`src/rtl/nco_ctrl_pkg.sv`:
```
// Shared types and encodings for the NCO frequency-sweep controller.
package nco_ctrl_pkg;

    localparam int unsigned FW_DEFAULT = 32;
    localparam int unsigned DW_DEFAULT = 16;

    localparam logic [1:0] MODE_SINGLE = 2'b00;
    localparam logic [1:0] MODE_SAW    = 2'b01;
    localparam logic [1:0] MODE_TRI    = 2'b10;
    localparam logic [1:0] MODE_CW     = 2'b11;

    localparam logic DIR_UP = 1'b0;
    localparam logic DIR_DN = 1'b1;

    typedef enum logic [1:0] {
        StIdle,
        StRun,
        StLast
    } state_e;

endpackage

```
`src/rtl/nco_sweep_step.sv`:
```
// One sweep step: adds or subtracts the step and clamps to the sweep endpoints.
module nco_sweep_step
    import nco_ctrl_pkg::*;
#(
    parameter int unsigned FW = FW_DEFAULT
) (
    input  logic [FW-1:0] freq_i,
    input  logic [FW-1:0] step_i,
    input  logic [FW-1:0] start_i,
    input  logic [FW-1:0] stop_i,
    input  logic          dir_i,
    output logic [FW-1:0] next_freq_o,
    output logic          leg_end_o
);

    logic [FW:0] sum;

    // The extra MSB is carry (up) or borrow (down); either one forces the clamp.
    always_comb begin
        sum         = '0;
        next_freq_o = freq_i;
        leg_end_o   = 1'b0;
        if (dir_i == DIR_UP) begin
            sum = {1'b0, freq_i} + {1'b0, step_i};
            if (sum[FW] || (sum[FW-1:0] >= stop_i)) begin
                next_freq_o = stop_i;
                leg_end_o   = 1'b1;
            end else begin
                next_freq_o = sum[FW-1:0];
            end
        end else begin
            sum = {1'b0, freq_i} - {1'b0, step_i};
            if (sum[FW] || (sum[FW-1:0] <= start_i)) begin
                next_freq_o = start_i;
                leg_end_o   = 1'b1;
            end else begin
                next_freq_o = sum[FW-1:0];
            end
        end
    end

endmodule

```
`src/rtl/nco_sweep_ctrl.sv`:
```
// Frequency-sweep sequencer: schedules the NCO tuning word as single/saw/triangle sweeps or CW.
module nco_sweep_ctrl
    import nco_ctrl_pkg::*;
#(
    parameter int unsigned FW = FW_DEFAULT,
    parameter int unsigned DW = DW_DEFAULT
) (
    input  logic          clk,
    input  logic          rst_n,
    input  logic          cfg_valid_i,
    output logic          cfg_ready_o,
    input  logic [FW-1:0] cfg_start_i,
    input  logic [FW-1:0] cfg_stop_i,
    input  logic [FW-1:0] cfg_step_i,
    input  logic [DW-1:0] cfg_dwell_i,
    input  logic [1:0]    cfg_mode_i,
    input  logic          go_i,
    input  logic          abort_i,
    output logic [FW-1:0] nco_freq_o,
    output logic          nco_en_o,
    output logic          busy_o,
    output logic          step_strobe_o,
    output logic          done_o
);

    state_e        state_q, state_d;
    logic [FW-1:0] freq_q, freq_d;
    logic          en_q, en_d;
    logic          strobe_q, strobe_d;
    logic          done_q, done_d;
    logic          dir_q, dir_d;
    logic [DW-1:0] cnt_q, cnt_d;
    logic          loaded_q;
    logic [FW-1:0] start_q, stop_q, step_q;
    logic [DW-1:0] dwell_q;
    logic [1:0]    mode_q;

    logic          cfg_take, cw, tc, step_dir, leg_end;
    logic [FW-1:0] cap_start, cap_stop, start_e, next_freq;
    logic [DW-1:0] cap_dwell, dwell_e;

    assign cfg_ready_o = (state_q == StIdle);
    assign cfg_take    = cfg_valid_i && cfg_ready_o;
    assign cap_start   = (cfg_start_i > cfg_stop_i) ? cfg_stop_i : cfg_start_i;
    assign cap_stop    = (cfg_start_i > cfg_stop_i) ? cfg_start_i : cfg_stop_i;
    assign cap_dwell   = (cfg_dwell_i == '0) ? DW'(1) : cfg_dwell_i;
    // A config offered alongside go takes effect for that very sweep.
    assign start_e     = cfg_take ? cap_start : start_q;
    assign dwell_e     = cfg_take ? cap_dwell : dwell_q;
    assign cw          = (mode_q == MODE_CW) || (step_q == '0);
    assign tc          = (cnt_q == '0);
    // At a triangle turn-around the step is taken away from the endpoint just reached.
    assign step_dir    = (state_q == StLast) ? ~dir_q : dir_q;

    nco_sweep_step #(
        .FW(FW)
    ) u_step (
        .freq_i      (freq_q),
        .step_i      (step_q),
        .start_i     (start_q),
        .stop_i      (stop_q),
        .dir_i       (step_dir),
        .next_freq_o (next_freq),
        .leg_end_o   (leg_end)
    );

    always_ff @(posedge clk or negedge rst_n) begin
        if (!rst_n) begin
            loaded_q <= 1'b0;
            start_q  <= '0;
            stop_q   <= '0;
            step_q   <= '0;
            dwell_q  <= DW'(1);
            mode_q   <= MODE_SINGLE;
        end else if (cfg_take) begin
            loaded_q <= 1'b1;
            start_q  <= cap_start;
            stop_q   <= cap_stop;
            step_q   <= cfg_step_i;
            dwell_q  <= cap_dwell;
            mode_q   <= cfg_mode_i;
        end
    end

    always_comb begin
        state_d  = state_q;
        freq_d   = freq_q;
        en_d     = en_q;
        dir_d    = dir_q;
        cnt_d    = cnt_q;
        strobe_d = 1'b0;
        done_d   = 1'b0;
        if (abort_i && (state_q != StIdle)) begin
            state_d = StIdle;
            en_d    = 1'b0;
        end else begin
            unique case (state_q)
                StIdle: begin
                    if (go_i && !abort_i && (loaded_q || cfg_take)) begin
                        state_d = StRun;
                        freq_d  = start_e;
                        en_d    = 1'b1;
                        dir_d   = DIR_UP;
                        cnt_d   = dwell_e - DW'(1);
                    end
                end
                StRun: begin
                    if (!cw) begin
                        if (tc) begin
                            freq_d   = next_freq;
                            strobe_d = 1'b1;
                            cnt_d    = dwell_q - DW'(1);
                            if (leg_end) begin
                                state_d = StLast;
                            end
                        end else begin
                            cnt_d = cnt_q - DW'(1);
                        end
                    end
                end
                StLast: begin
                    if (tc) begin
                        done_d = 1'b1;
                        cnt_d  = dwell_q - DW'(1);
                        if (mode_q == MODE_SAW) begin
                            freq_d   = start_q;
                            strobe_d = 1'b1;
                            state_d  = StRun;
                        end else if (mode_q == MODE_TRI) begin
                            dir_d    = ~dir_q;
                            freq_d   = next_freq;
                            strobe_d = 1'b1;
                            state_d  = leg_end ? StLast : StRun;
                        end else begin
                            state_d = StIdle;
                            en_d    = 1'b0;
                        end
                    end else begin
                        cnt_d = cnt_q - DW'(1);
                    end
                end
                default: state_d = StIdle;
            endcase
        end
    end

    always_ff @(posedge clk or negedge rst_n) begin
        if (!rst_n) begin
            state_q  <= StIdle;
            freq_q   <= '0;
            en_q     <= 1'b0;
            strobe_q <= 1'b0;
            done_q   <= 1'b0;
            dir_q    <= DIR_UP;
            cnt_q    <= '0;
        end else begin
            state_q  <= state_d;
            freq_q   <= freq_d;
            en_q     <= en_d;
            strobe_q <= strobe_d;
            done_q   <= done_d;
            dir_q    <= dir_d;
            cnt_q    <= cnt_d;
        end
    end

    assign nco_freq_o    = freq_q;
    assign nco_en_o      = en_q;
    assign busy_o        = (state_q != StIdle);
    assign step_strobe_o = strobe_q;
    assign done_o        = done_q;

endmodule

```
`config.mk`:
```
export PLATFORM = sky130hd
export DESIGN_NAME = nco_sweep_ctrl
export DESIGN_NICKNAME = d
export VERILOG_FILES = /design/src/rtl/nco_ctrl_pkg.sv /design/src/rtl/nco_sweep_step.sv /design/src/rtl/nco_sweep_ctrl.sv
export SDC_FILE = /design/constraint.sdc
export NUM_CORES = 1
export LEC_CHECK = 0
export BUFFER_PORTS_ARGS = -buffer_cell sky130_fd_sc_hd__clkbuf_2
export CORE_AREA = 2 2 231 165
export CTS_CLUSTER_DIAMETER = 150
export DETAILED_ROUTE_END_ITERATION = 6
export DIE_AREA = 0 0 233 167
export GPL_TIMING_DRIVEN = 1
export PLACE_DENSITY = 0.58
export SLEW_MARGIN = 20
export SYNTH_ARGS = -nofsm -noshare
export SYNTH_HDL_FRONTEND = slang
export SYNTH_SLANG_ARGS = --single-unit
```
`constraint.sdc`:
```
create_clock -name clk -period 6.8 [get_ports clk]
set_clock_uncertainty 0.15 [all_clocks]
set_input_delay 1.36 -clock clk [delete_from_list [all_inputs] [get_ports clk]]
set_output_delay 1.36 -clock clk [all_outputs]
set_load 0.02 [all_outputs]
```
==> impl_results.md <==
* Outcome: complete, no violations
* Worst Path Max Fanout at 6
* Total Die Area at 0.0389 mm²
* First-pass GRT wire length at 78.7 mm
* Post-synth top area cell: dfrtp_1
* Count leader, synth: nand2_1
* DRC violations left at 0
* Layout Nets at 2217
* Final setup viols at 0
* Critical path arrival at 6.28 ns
* Post-synth ARST share at 1.00
* Critical Path RT at 7.05 ns
* TNS Setup at 0 ns
* Skew-Pair Late Insertion Delay at 0.47 ns
* Synth top cells by count: nand2_1 (231), a21oi_1 (179), ha_1 (169)
* Slowest CP cell: or4_1
* Post-CTS setup buffers at 0
* Final Max Slew Viols at 0
* Number of gates resized after CTS at 0
* Synthesized cell area at 0.0145 mm²
* Worst-path clk slew at 0.08 ns
* Max Clock Freq at 166 MHz
* Synthesized flop and latch total at 169
* Antenna-violating nets left at 0
* Synth Net Count at 2118
* Yosys top cell area share at 0.291
* Number of buffers created by CTS at 17
* Clock Sinks at 169
* Synth warn at 0
* HP Class: reg2reg
* Ant. Diodes at 0
* RSZ-0062 raised after global routing: no
* Port Buf Inserts at 155
* Worst Max-Slew Pin Slew at 1.10 ns
* IO Pins at 156
* Area growth syn-to-layout at 12.4%
* Worst Setup End Kind: flip-flop
* GR Util All Layers at 0.266
* Clk root buf: clkbuf_16
* Synth cell types at 80
* Rows at 59
* Synth top area cells: dfrtp_1 (29%), ha_1 (15%), a21oi_1 (6.2%)
* Post-synth EDFFs at 0
* Die X at 233 µm
* Starting DRT DRC Count at 1463
* Final HPWL DP at 40.2 mm
* Fillers at 3723
* Grt total ovfl at 0
* Routed via count at 13906
* Top FF cell, synth: dfrtp_1
* Max Buffers Root-to-Sink at 2
* Hold buffers post-CTS at 0
* Initial antenna violation count at 0
* Period utilisation layout at 0.887
* Drt total wl at 51.4 mm
* Core Box Area at 0.0367 mm²
* H-tree Lvls at 4
* Delay-heaviest family, CP: compound AO/OA/AOI/OAI gates
* Vias per cell at 5.73
* Sequential element share of the synthesized area at 0.292
* Worst setup SP type: flip-flop
* Storage cell area at 0.00423 mm²
* Crit path kind: reg2reg
* Global route hottest layer: met1
* Routed len/inst at 21.2 µm
* Multi-input gate area at 0.00926 mm²
* Initial Utilization at 0.394
* Grt met1 use at 0.443
* Die Span Y at 167 µm
* Final Critical Period at 6.03 ns
* Max Cap Viol at 0
* Crit-path cells: inv_1 > ha_1 > inv_1 > fa_1 > a21oi_1 > o22a_1 > a311oi_1 > or2_2 > a41oi_1 > o21bai_1 > a21o_1 > xnor2_1 > ha_1 > and4_1 > a221o_1 > a2111oi_0 > o21ai_0 > o211ai_2 > mux2i_1 > or4_1 > nand2_1 > mux2i_1
* WP buf/inv at 2
* Hold Violations, Final at 0
* Avg Cell Area, Syn at 7.91 µm²
* Largest net degree at the start of global routing at 130
* Max_slew headroom at 0.261
* DRT Pass-1 Iters at 7
* CTS tree: yes
* Vias in the first global route at 12963
* GRT met2 Usage at 0.316
* Met3 Resource Use GR at 0.0822
* Ratio of cells with drive above 1 in the final layout at 0.125
* Gpl congestion at 0.959
* Synth Instances at 1828
* CP max stage delay at 0.47 ns
-- path summary, 6_finish.rpt --
kind | startpoint | end | slack [ns] | depth (start not counted)
min | loaded_q$_DFFE_PN0P_ | loaded_q$_DFFE_PN0P_ | 0.33 | 1
min in group asynchronous | rst_n | step_q[8]$_DFFE_PN0P_ | 0.65 | 1
max | nco_freq_o[0]$_DFFE_PN0P_ | state_q[1]$_DFFE_PN0P_ | 0.77 | 22
min reg2reg | loaded_q$_DFFE_PN0P_ | loaded_q$_DFFE_PN0P_ | 0.33 | 1
max in group asynchronous | rst_n | nco_freq_o[31]$_DFFE_PN0P_ | 4.72 | 2
max reg2reg | nco_freq_o[0]$_DFFE_PN0P_ | state_q[1]$_DFFE_PN0P_ | 0.77 | 22
-- cells in the final DEF, fill, tap and decap left out, types with 6 or more instances in the layout --
cell,n
clkinv_8,6
a2111oi_0,6
nand3_1,28
xor2_1,17
a21boi_0,7
inv_1,160
nor3_1,29
nand4_1,27
clkbuf_16,17
a31oi_1,12
o21ba_2,7
a311oi_1,6
o21a_1,7
ha_1,169
a211o_1,9
xnor2_1,53
nand2_1,230
o21bai_1,10
o211ai_1,10
o21ai_1,58
buf_4,19
clkbuf_2,154
nor4_1,24
dfrtp_1,168
nor2_1,150
a211oi_1,17
a21oi_1,179
a21o_1,17
o22ai_1,29
and3_1,8
nor2b_1,20
o21ai_0,95
a221oi_1,32
or3_1,6
nand2b_1,14
mux2i_1,43
-- sequential cells by signal (all words and copies together), names as in the netlist, 2 cells and up --
| name | count |
|---|---|
| nco_freq_o | 32 |
| start_q | 32 |
| step_q | 32 |
| stop_q | 32 |
| cnt_q | 16 |
| dwell_q | 16 |
| mode_q | 2 |
| state_q | 2 |
-- metal layers --
metal	part of all wire	vias to the layer above
met5	0.0018	-
met4	0.012	2
met3	0.11	43
met2	0.35	606
met1	0.53	6589
li1	-	6666
-- cells by family (layout without fill, tap and decap cells) --
group | after synthesis | count (layout) | share of synthesized area
xor gates and xnor gates | 70 | 70 | 0.0424
adders and majority gates | 171 | 171 | 0.149
AOI/OAI and AO/OA | 547 | 547 | 0.237
buffers and inverters | 256 | 368 | 0.0689
and+or+nand+nor | 569 | 569 | 0.178
DFF | 169 | 169 | 0.292
muxes | 46 | 46 | 0.0321
-- final cells by class --
type / count / share of cell area
Sequential cell: 169 / 0.260
Inverter: 161 / 0.0372
Timing Repair Buffer: 175 / 0.0581
Tap cell: 488 / 0.0376
Clock inverter: 15 / 0.0109
Clock buffer: 17 / 0.0262
Multi-Input combinational cell: 1403 / 0.570
-- through the flow --
step / instances / hold slack, ns / cell area [µm²] / worst slack, ns / utilization
6_report: 2428 / 0.325 / 16300 / 0.769 / 0.443
5_1_grt: 2428 / 0.360 / 16300 / 0.445 / 0.443
4_1_cts: 2428 / 0.327 / 16300 / 0.889 / 0.443
3_5_place_dp: 2396 / 0.304 / 15700 / 0.943 / 0.427
3_3_place_gp: 2396 / 0.300 / 15700 / 0.868 / 0.427
2_1_floorplan: 1828 / 0.286 / 14500 / 1.80 / -
Power is not shown: default switching activity piles up to over one toggle a cycle in this logic, so the estimate is an artifact.
